### src/rtl/hex_keypad_pkg.sv
// rtl/hex_keypad_pkg.sv - shared types and constants for the hex keypad capture path
package hex_keypad_pkg;

    localparam int KEY_CODE_W = 4;

    typedef logic [KEY_CODE_W-1:0] key_code_t;

    typedef enum logic {
        FLT_READY   = 1'b0,
        FLT_HOLDOFF = 1'b1
    } flt_state_t;

endpackage

### src/rtl/key_fifo.sv
// rtl/key_fifo.sv - DEPTH x 4 first-word fall-through key code FIFO
module key_fifo
    import hex_keypad_pkg::*;
#(
    parameter int DEPTH = 4
) (
    input  logic                     clock,
    input  logic                     reset_n,
    input  logic                     push,
    input  key_code_t                push_data,
    input  logic                     pop,
    output key_code_t                head_data,
    output logic [$clog2(DEPTH):0]   count,
    output logic                     full,
    output logic                     empty
);

    localparam int PTR_W = $clog2(DEPTH);
    localparam int CNT_W = PTR_W + 1;

    key_code_t              mem_q   [DEPTH];
    key_code_t              mem_d   [DEPTH];
    logic [PTR_W-1:0]       wr_ptr_q, wr_ptr_d;
    logic [PTR_W-1:0]       rd_ptr_q, rd_ptr_d;
    logic [CNT_W-1:0]       count_q,  count_d;
    logic                   do_push;
    logic                   do_pop;

    assign full      = (count_q == CNT_W'(DEPTH));
    assign empty     = (count_q == '0);
    assign count     = count_q;
    // Head reads as zero when empty so stale entries never leak out.
    assign head_data = empty ? '0 : mem_q[rd_ptr_q];

    // A pop in the same cycle frees the slot a push into a full FIFO needs.
    always_comb begin
        do_pop   = pop && !empty;
        do_push  = push && (!full || do_pop);
        mem_d    = mem_q;
        wr_ptr_d = wr_ptr_q;
        rd_ptr_d = rd_ptr_q;
        count_d  = count_q + CNT_W'(do_push) - CNT_W'(do_pop);
        if (do_push) begin
            mem_d[wr_ptr_q] = push_data;
            wr_ptr_d        = wr_ptr_q + PTR_W'(1);
        end
        if (do_pop) begin
            rd_ptr_d = rd_ptr_q + PTR_W'(1);
        end
    end

    // Storage, pointers and occupancy registers.
    always_ff @(posedge clock) begin
        if (!reset_n) begin
            for (int i = 0; i < DEPTH; i++) begin
                mem_q[i] <= '0;
            end
            wr_ptr_q <= '0;
            rd_ptr_q <= '0;
            count_q  <= '0;
        end else begin
            mem_q    <= mem_d;
            wr_ptr_q <= wr_ptr_d;
            rd_ptr_q <= rd_ptr_d;
            count_q  <= count_d;
        end
    end

endmodule

### src/rtl/hex_key_capture.sv
// rtl/hex_key_capture.sv - keypad code capture with repeat hold-off, FIFO and overflow flag
module hex_key_capture
    import hex_keypad_pkg::*;
#(
    parameter int DEPTH   = 4,
    parameter int HOLDOFF = 16
) (
    input  logic                     clock,
    input  logic                     reset_n,
    input  logic [KEY_CODE_W-1:0]    code_in,
    input  logic                     valid_in,
    output logic [KEY_CODE_W-1:0]    key_data,
    output logic                     key_valid,
    input  logic                     key_ready,
    output logic [$clog2(DEPTH):0]   count,
    output logic                     overflow,
    input  logic                     clear_ovf
);

    localparam int TIMER_W = $clog2(HOLDOFF + 1);

    flt_state_t             state_q, state_d;
    logic [TIMER_W-1:0]     timer_q, timer_d;
    key_code_t              last_code_q, last_code_d;
    logic                   overflow_q, overflow_d;
    logic                   accept;
    logic                   fifo_pop;
    logic                   fifo_full;
    logic                   fifo_empty;

    assign key_valid = !fifo_empty;
    assign fifo_pop  = key_valid && key_ready;
    assign overflow  = overflow_q;

    // Filter, timer and overflow registers.
    always_ff @(posedge clock) begin
        if (!reset_n) begin
            state_q     <= FLT_READY;
            timer_q     <= '0;
            last_code_q <= '0;
            overflow_q  <= 1'b0;
        end else begin
            state_q     <= state_d;
            timer_q     <= timer_d;
            last_code_q <= last_code_d;
            overflow_q  <= overflow_d;
        end
    end

    // Next filter state and hold-off timer; a new accept always restarts the window.
    always_comb begin
        state_d     = state_q;
        timer_d     = timer_q;
        last_code_d = last_code_q;
        if (accept) begin
            state_d     = FLT_HOLDOFF;
            timer_d     = TIMER_W'(HOLDOFF);
            last_code_d = code_in;
        end else if (state_q == FLT_HOLDOFF) begin
            timer_d = timer_q - TIMER_W'(1);
            if (timer_q == TIMER_W'(1)) begin
                state_d = FLT_READY;
            end
        end
    end

    // Accept decision and overflow update; a lost key outranks clear_ovf.
    always_comb begin
        accept = valid_in && ((state_q == FLT_READY) || (code_in != last_code_q));
        overflow_d = overflow_q;
        if (accept && fifo_full && !fifo_pop) begin
            overflow_d = 1'b1;
        end else if (clear_ovf) begin
            overflow_d = 1'b0;
        end
    end

    key_fifo #(
        .DEPTH(DEPTH)
    ) u_key_fifo (
        .clock     (clock),
        .reset_n   (reset_n),
        .push      (accept),
        .push_data (code_in),
        .pop       (fifo_pop),
        .head_data (key_data),
        .count     (count),
        .full      (fifo_full),
        .empty     (fifo_empty)
    );

endmodule
### config.mk
export PLATFORM = sky130hd
export DESIGN_NAME = hex_key_capture
export DESIGN_NICKNAME = d
export VERILOG_FILES = /design/src/rtl/hex_keypad_pkg.sv /design/src/rtl/key_fifo.sv /design/src/rtl/hex_key_capture.sv
export SDC_FILE = /design/constraint.sdc
export NUM_CORES = 1
export LEC_CHECK = 0
export ABC_AREA = 0
export CAP_MARGIN = 20
export CORE_UTILIZATION = 60
export DETAILED_ROUTE_END_ITERATION = 12
export GPL_TIMING_DRIVEN = 0
export PLACE_DENSITY_LB_ADDON = 0.2
export SYNTH_ARGS = -nofsm -noshare
export SYNTH_HDL_FRONTEND = slang
export SYNTH_SLANG_ARGS = --single-unit
### constraint.sdc
create_clock -name clock -period 3.39 [get_ports clock]
set_input_delay 0.678 -clock clock [delete_from_list [all_inputs] [get_ports clock]]
set_output_delay 0.678 -clock clock [all_outputs]
set_load 0.02 [all_outputs]
-- After elaboration in Yosys (flattened, before gate mapping)
Cells that the tools add are included.
Widths: inputs -> output; s select.
- reductions and logical operators: 16
- mux-type cells: 14
- $lt $le $gt $ge: 3
- $add $sub $neg: 5
- bitwise operators: 4
- equality and inequality tests: 3
- operators with widths (operator ; number):
    $bwmux 16 ; 1
    $mux 4 ; 4
    $mux 5 ; 2
    $bmux 4 s2 ; 1
    $demux 4 s2 ; 1
    $logic_and 1x1->1 ; 7
    $ge 3x3->1 const B ; 2
    $not 2->3 ; 2
    $eq 5x1->1 const B ; 1
    $mux 1 ; 5
    $sub 5x1->5 const B ; 1
    $add 2x1->2 const B ; 2
    $ne 4x4->1 ; 1
    $reduce_bool 2->1 ; 2
    $add 3x1->3 ; 1
    $eq 3x3->1 const B ; 1
    $logic_not 1->1 ; 3
    $logic_not 3->1 ; 1
    $lt 3x1->1 const B ; 1
    $sub 3x1->3 ; 1
    $logic_or 1x1->1 ; 2
    $not 1->1 ; 2
    $reduce_or 2->1 ; 1
- input bits: 9
- output and inout port bits: 9
- flip-flop bits (word level): 34
- word-level logic and storage cells: 57

-- Depth between registers and ports, before layout
- depth after elaboration: 8
- depth in mapped cells: 9

-- Cells and area by module
From an unflattened synthesis, not the netlist that was laid out.
- cells, all modules: 177
- area total of the unflattened synthesis: 1710.4 µm²
- by module, submodules not included (module ; cells an instance ; times used ; sequential area each (µm²) ; area each (µm²)):
    key_fifo ; 115 ; 1 ; 460.4 ; 1142.3
    hex_key_capture ; 62 ; 1 ; 220.2 ; 568.0

-- Worst setup path after synthesis
Ideal clock, no wire load.
- kind: register -> register
- start: reg u_key_fifo.count_q[0], in the netlist u_key_fifo.count[0]
- end: reg u_key_fifo.count_q[2], in the netlist u_key_fifo.count[2]
- slack: 1.057 ns
- period minus slack after synthesis: 2.333 ns
- cell stages (with the launch flop): 10
- path buffers: 1
- data required time: 3.273 ns
- arrival: 2.215 ns
- library setup time: 0.117 ns
- cell sequence: dfxtp_1 or3_1 clkbuf_1 and2_1 ha_1 inv_1 ha_1 fa_1 xnor2_1 nor2_1
- cells in the longest elaborated chain, start to end: 8
- elaborated cells on any way between the ends: 10
- classes of those cells: add/sub (2); eq/ne (1); reduce/logical (7)
- RTL lines (what ; RTL line ; text):
    from (decl) ; key_fifo.sv:25 ; logic [CNT_W-1:0] count_q, count_d;
    from (signal assigned) ; key_fifo.sv:65 ; count_q <= count_d;
    $logic_not 3->1 (*) ; key_fifo.sv:30 ; assign empty = (count_q == '0);
    $logic_not 1->1 (*) ; hex_key_capture.sv:31 ; assign key_valid = !fifo_empty;
    named net key_valid ; hex_key_capture.sv:13 ; output logic key_valid,
    $logic_and 1x1->1 ; hex_key_capture.sv:32 ; assign fifo_pop = key_valid && key_ready;
    $logic_and 1x1->1 (*) ; key_fifo.sv:37 ; do_pop = pop && !empty;
    named net u_key_fifo.do_pop ; key_fifo.sv:27 ; logic do_pop;
    $logic_or 1x1->1 ; key_fifo.sv:38 ; do_push = push && (!full || do_pop);
    $logic_and 1x1->1 ; key_fifo.sv:38 ;
    $add 3x1->3 ; key_fifo.sv:42 ; count_d = count_q + CNT_W'(do_push) - CNT_W'(do_pop);
    $sub 3x1->3 (*) ; key_fifo.sv:42 ;
Mark *: on every way through the listed nets, which the timed path passes. The rest lies on a longest branch.
A chain may end at the register's enable or synchronous reset.

-- Worst setup path in the final report
- start: reg u_key_fifo.rd_ptr_q[0]
- end: out key_data[1]
- cells in the longest elaborated chain, start to end: 5
- RTL lines (what ; RTL line ; text):
    from (decl) ; key_fifo.sv:24 ; logic [PTR_W-1:0] rd_ptr_q, rd_ptr_d;
    from (signal assigned) ; key_fifo.sv:64 ; rd_ptr_q <= rd_ptr_d;
    $not 2->3 (not written as such) ; key_fifo.sv:33 ; assign head_data = empty ? '0 : mem_q[rd_ptr_q];
    $bmux 4 s2 ; key_fifo.sv:33 ;
    $mux 4 (not written as such) (2 in series) ; key_fifo.sv:33 ;
    $mux 4 ; key_fifo.sv:33 ;
    to (decl) ; hex_key_capture.sv:12 ; output logic [KEY_CODE_W-1:0] key_data,
No other way between the ends. The select of a mux whose other input is x is not followed.

==> metrics.csv <==
stage;metric;value;unit
final_layout;Antenna diodes;0;
clocking;Clock transition at path regs;0.10;ns
logic_synthesis;Netlist cell types;30;
final_layout;commonest non-fill, non-tap cells in the layout;34 x dfxtp_1, 26 x nand2_1, 22 x mux2i_1;
power_and_ir_drop;Max VDD drop;0.000596;V
power_and_ir_drop;Cell Pwr Density;571;nW/um^2
floorplan;FP Rows;18;
power_and_ir_drop;Pleak;0.000862;uW
clocking;root buf cell;clkbuf_4;
route;wire length per cell;15.0;um
clocking;postcts setup bufs;0;
placed_design;pre-CTS setup slack;0.473;ns
floorplan;Die W;55.3;um
final_layout;final core utilization;75.8;%
floorplan;Starting Density;65.8;%
placed_design;buffers added on ports;16;
route;1st-pass router iterations;4;
critical_path;Critical Path RT;2.71;ns
timing;RSZ-0062 raised after global routing;no;
critical_path;CP delay by family, top;buffers and inverters;
worst_hold_path;HP Class;flip-flop to flip-flop;
critical_path;CP max stage cell;mux4_2;
global_route;global-route wire length before repair;5710;um
critical_path;Reg2Reg Setup Slack;1.04;ns
clocking;post-cts hold buffer count;0;
logic_synthesis;Synth warnings;0;
global_route;antenna violations before repair;0;
logic_synthesis;ys async rst share;0;%
critical_path;CP max stage delay;0.55;ns
route;DRC errors left;0;
global_route;largest net degree at the start of global routing;11;
clocking;Num CTS Buffers;5;
route;drt total wl;3270;um
timing;final worst slack;0.592;ns
logic_synthesis;mean post-synth cell area;10.4;sq um
clocking;Worst-Skew Late Latency;0.33;ns
final_layout;layout cells sized above 1;12.8;%
floorplan;die height;55.3;um
clocking;H-tree depth;2;
global_route;Overall Global Routing Usage;24.2;%
route;antenna-violating nets left;0;
timing;Rel. slew slack;63.5;%
final_layout;Layout area overhead;15.1;%
floorplan;core box area;2590;sq um
logic_synthesis;post-synthesis cell area;1710;sq um
timing;fmax;0.357;GHz
critical_path;Startpoint Class;flip-flop;
timing;Finish-stage setup viols;0;
critical_path;critical path class;flip-flop to output port;
route;Vias;1223;
critical_path;critical path fanouts, max;6;
final_layout;Final nets;205;
critical_path;worst path arrival time;2.12;ns
job;Max Cap Viol;0;
logic_synthesis;number of synthesized flops with an enable pin;0;
critical_path;CP Capture Type;output port;
floorplan;IO Count;18;
timing;Worst Tran Pin Value;0.547;ns
route;Initial DRC Count;43;
global_route;number of global-route vias before repair;1252;
clocking;worst-case clock buffer depth;2;
placed_design;GP Congestion;0.788;
outcome;status;completed;
clocking;post_cts resized;0;
timing;period utilization;82.5;%
global_route;total gr overflow;0;
placed_design;hpwl dp;2490;um
logic_synthesis;syn_nets;182;
clocking;CTS tree;yes;
timing;minimum clock period;2.80;ns
logic_synthesis;ys flop type;dfxtp_1;
timing;max-slew violations;0;
timing;skew final;0.00760;ns
final_layout;most common cell after layout, fill and taps aside;dfxtp_1;
timing;WHS;0.472;ns
route;Via density;5.61;
timing;post-route setup TNS;0;ns
logic_synthesis;cells after synthesis;164;
critical_path;worst-path cell chain;buf_2 -> mux4_2 -> and2_1 -> clkdlybuf4s50_1;
critical_path;crit path buf inv count;2;
timing;Final Hold Viols;0;
clocking;CTS sink cnt;34;
logic_synthesis;register bit count reported by yosys;34;
logic_synthesis;post-synthesis sequential area ratio;39.9;%
floorplan;die area;3060;sq um
[state kept, by name (all words and copies together) (netlist names)]
name / flops
timer_q: 5
last_code_q: 4
u_key_fifo.count: 3
u_key_fifo.rd_ptr_q: 2
overflow: 1
state_q: 1
u_key_fifo.wr_ptr_q: 2
u_key_fifo.mem_q: 16
[stage by stage]
stage,power (uW),instance area [sq um],cells
finish,1120,1960,218
global route,1190,1960,218
CTS,1130,1960,218
detailed placement,903,1900,210
global placement,874,1900,210
floorplan,768,1710,164
[synthesized netlist by cell type, types with 5 or more instances]
cell / n / area, sq um
and2_1: 7 / 43.8
clkbuf_1: 5 / 18.8
dfxtp_1: 34 / 681
ha_1: 8 / 100
inv_1: 9 / 33.8
mux2i_1: 22 / 220
nand2_1: 26 / 97.6
nor2_1: 7 / 26.3
xnor2_1: 9 / 78.8
[area by class of cell]
cell class                 instances  area (sq um)
buffer                             6          23.8
clock buffer                       7          55.1
clock inverter                     1          5.00
fill                             188           627
inverter                          10          37.5
multi-input combinational        114           963
sequential                        34           681
tap                               30          37.5
timing repair buffer              16           160
[per-layer routing]
layer  global-route usage [%]  share of wire [%]
met3                     5.85                4.9
met4                     11.4                1.2
met2                     39.2                 50
met1                     30.2                 44
met5                        0                  0
[power breakdown]
group | total [uW] | switching (uW) | internal [uW] | leakage (uW)
combinational | 406 | 206 | 201 | 0.000548
sequential | 486 | 39.7 | 446 | 0.000278
clock | 230 | 129 | 100 | 0.0000353
total | 1120 | 375 | 747 | 0.000862
[kinds of logic (layout without fill, tap and decap cells)]
logic type,count (synthesis),count (layout),synth area share (%)
AND/OR/NAND/NOR,56,56,18.3
flip-flops,34,34,39.9
multiplexers,26,26,18.2
buffers and inverters,16,40,3.59
XOR/XNOR,12,12,6.16
AO/OA/AOI/OAI,11,11,6.75
adder cells (fa/ha/maj),9,9,7.04
[tightest hold or removal path: stages (launching register included)]
cell	delay [ns]
dfxtp_1	0.32
nand2_1	0.06
mux2i_1	0.06
[final timing paths]
path,startpoint,endpoint,cells past startpoint
setup reg to reg,u_key_fifo.count[0],u_key_fifo.count[2],9
setup / recovery,u_key_fifo.rd_ptr_q[0],key_data[1],4
hold / removal,u_key_fifo.mem_q[7],u_key_fifo.mem_q[7],2
hold reg to reg,u_key_fifo.mem_q[7],u_key_fifo.mem_q[7],2
Note: power is estimated with default switching activity, not from simulation.
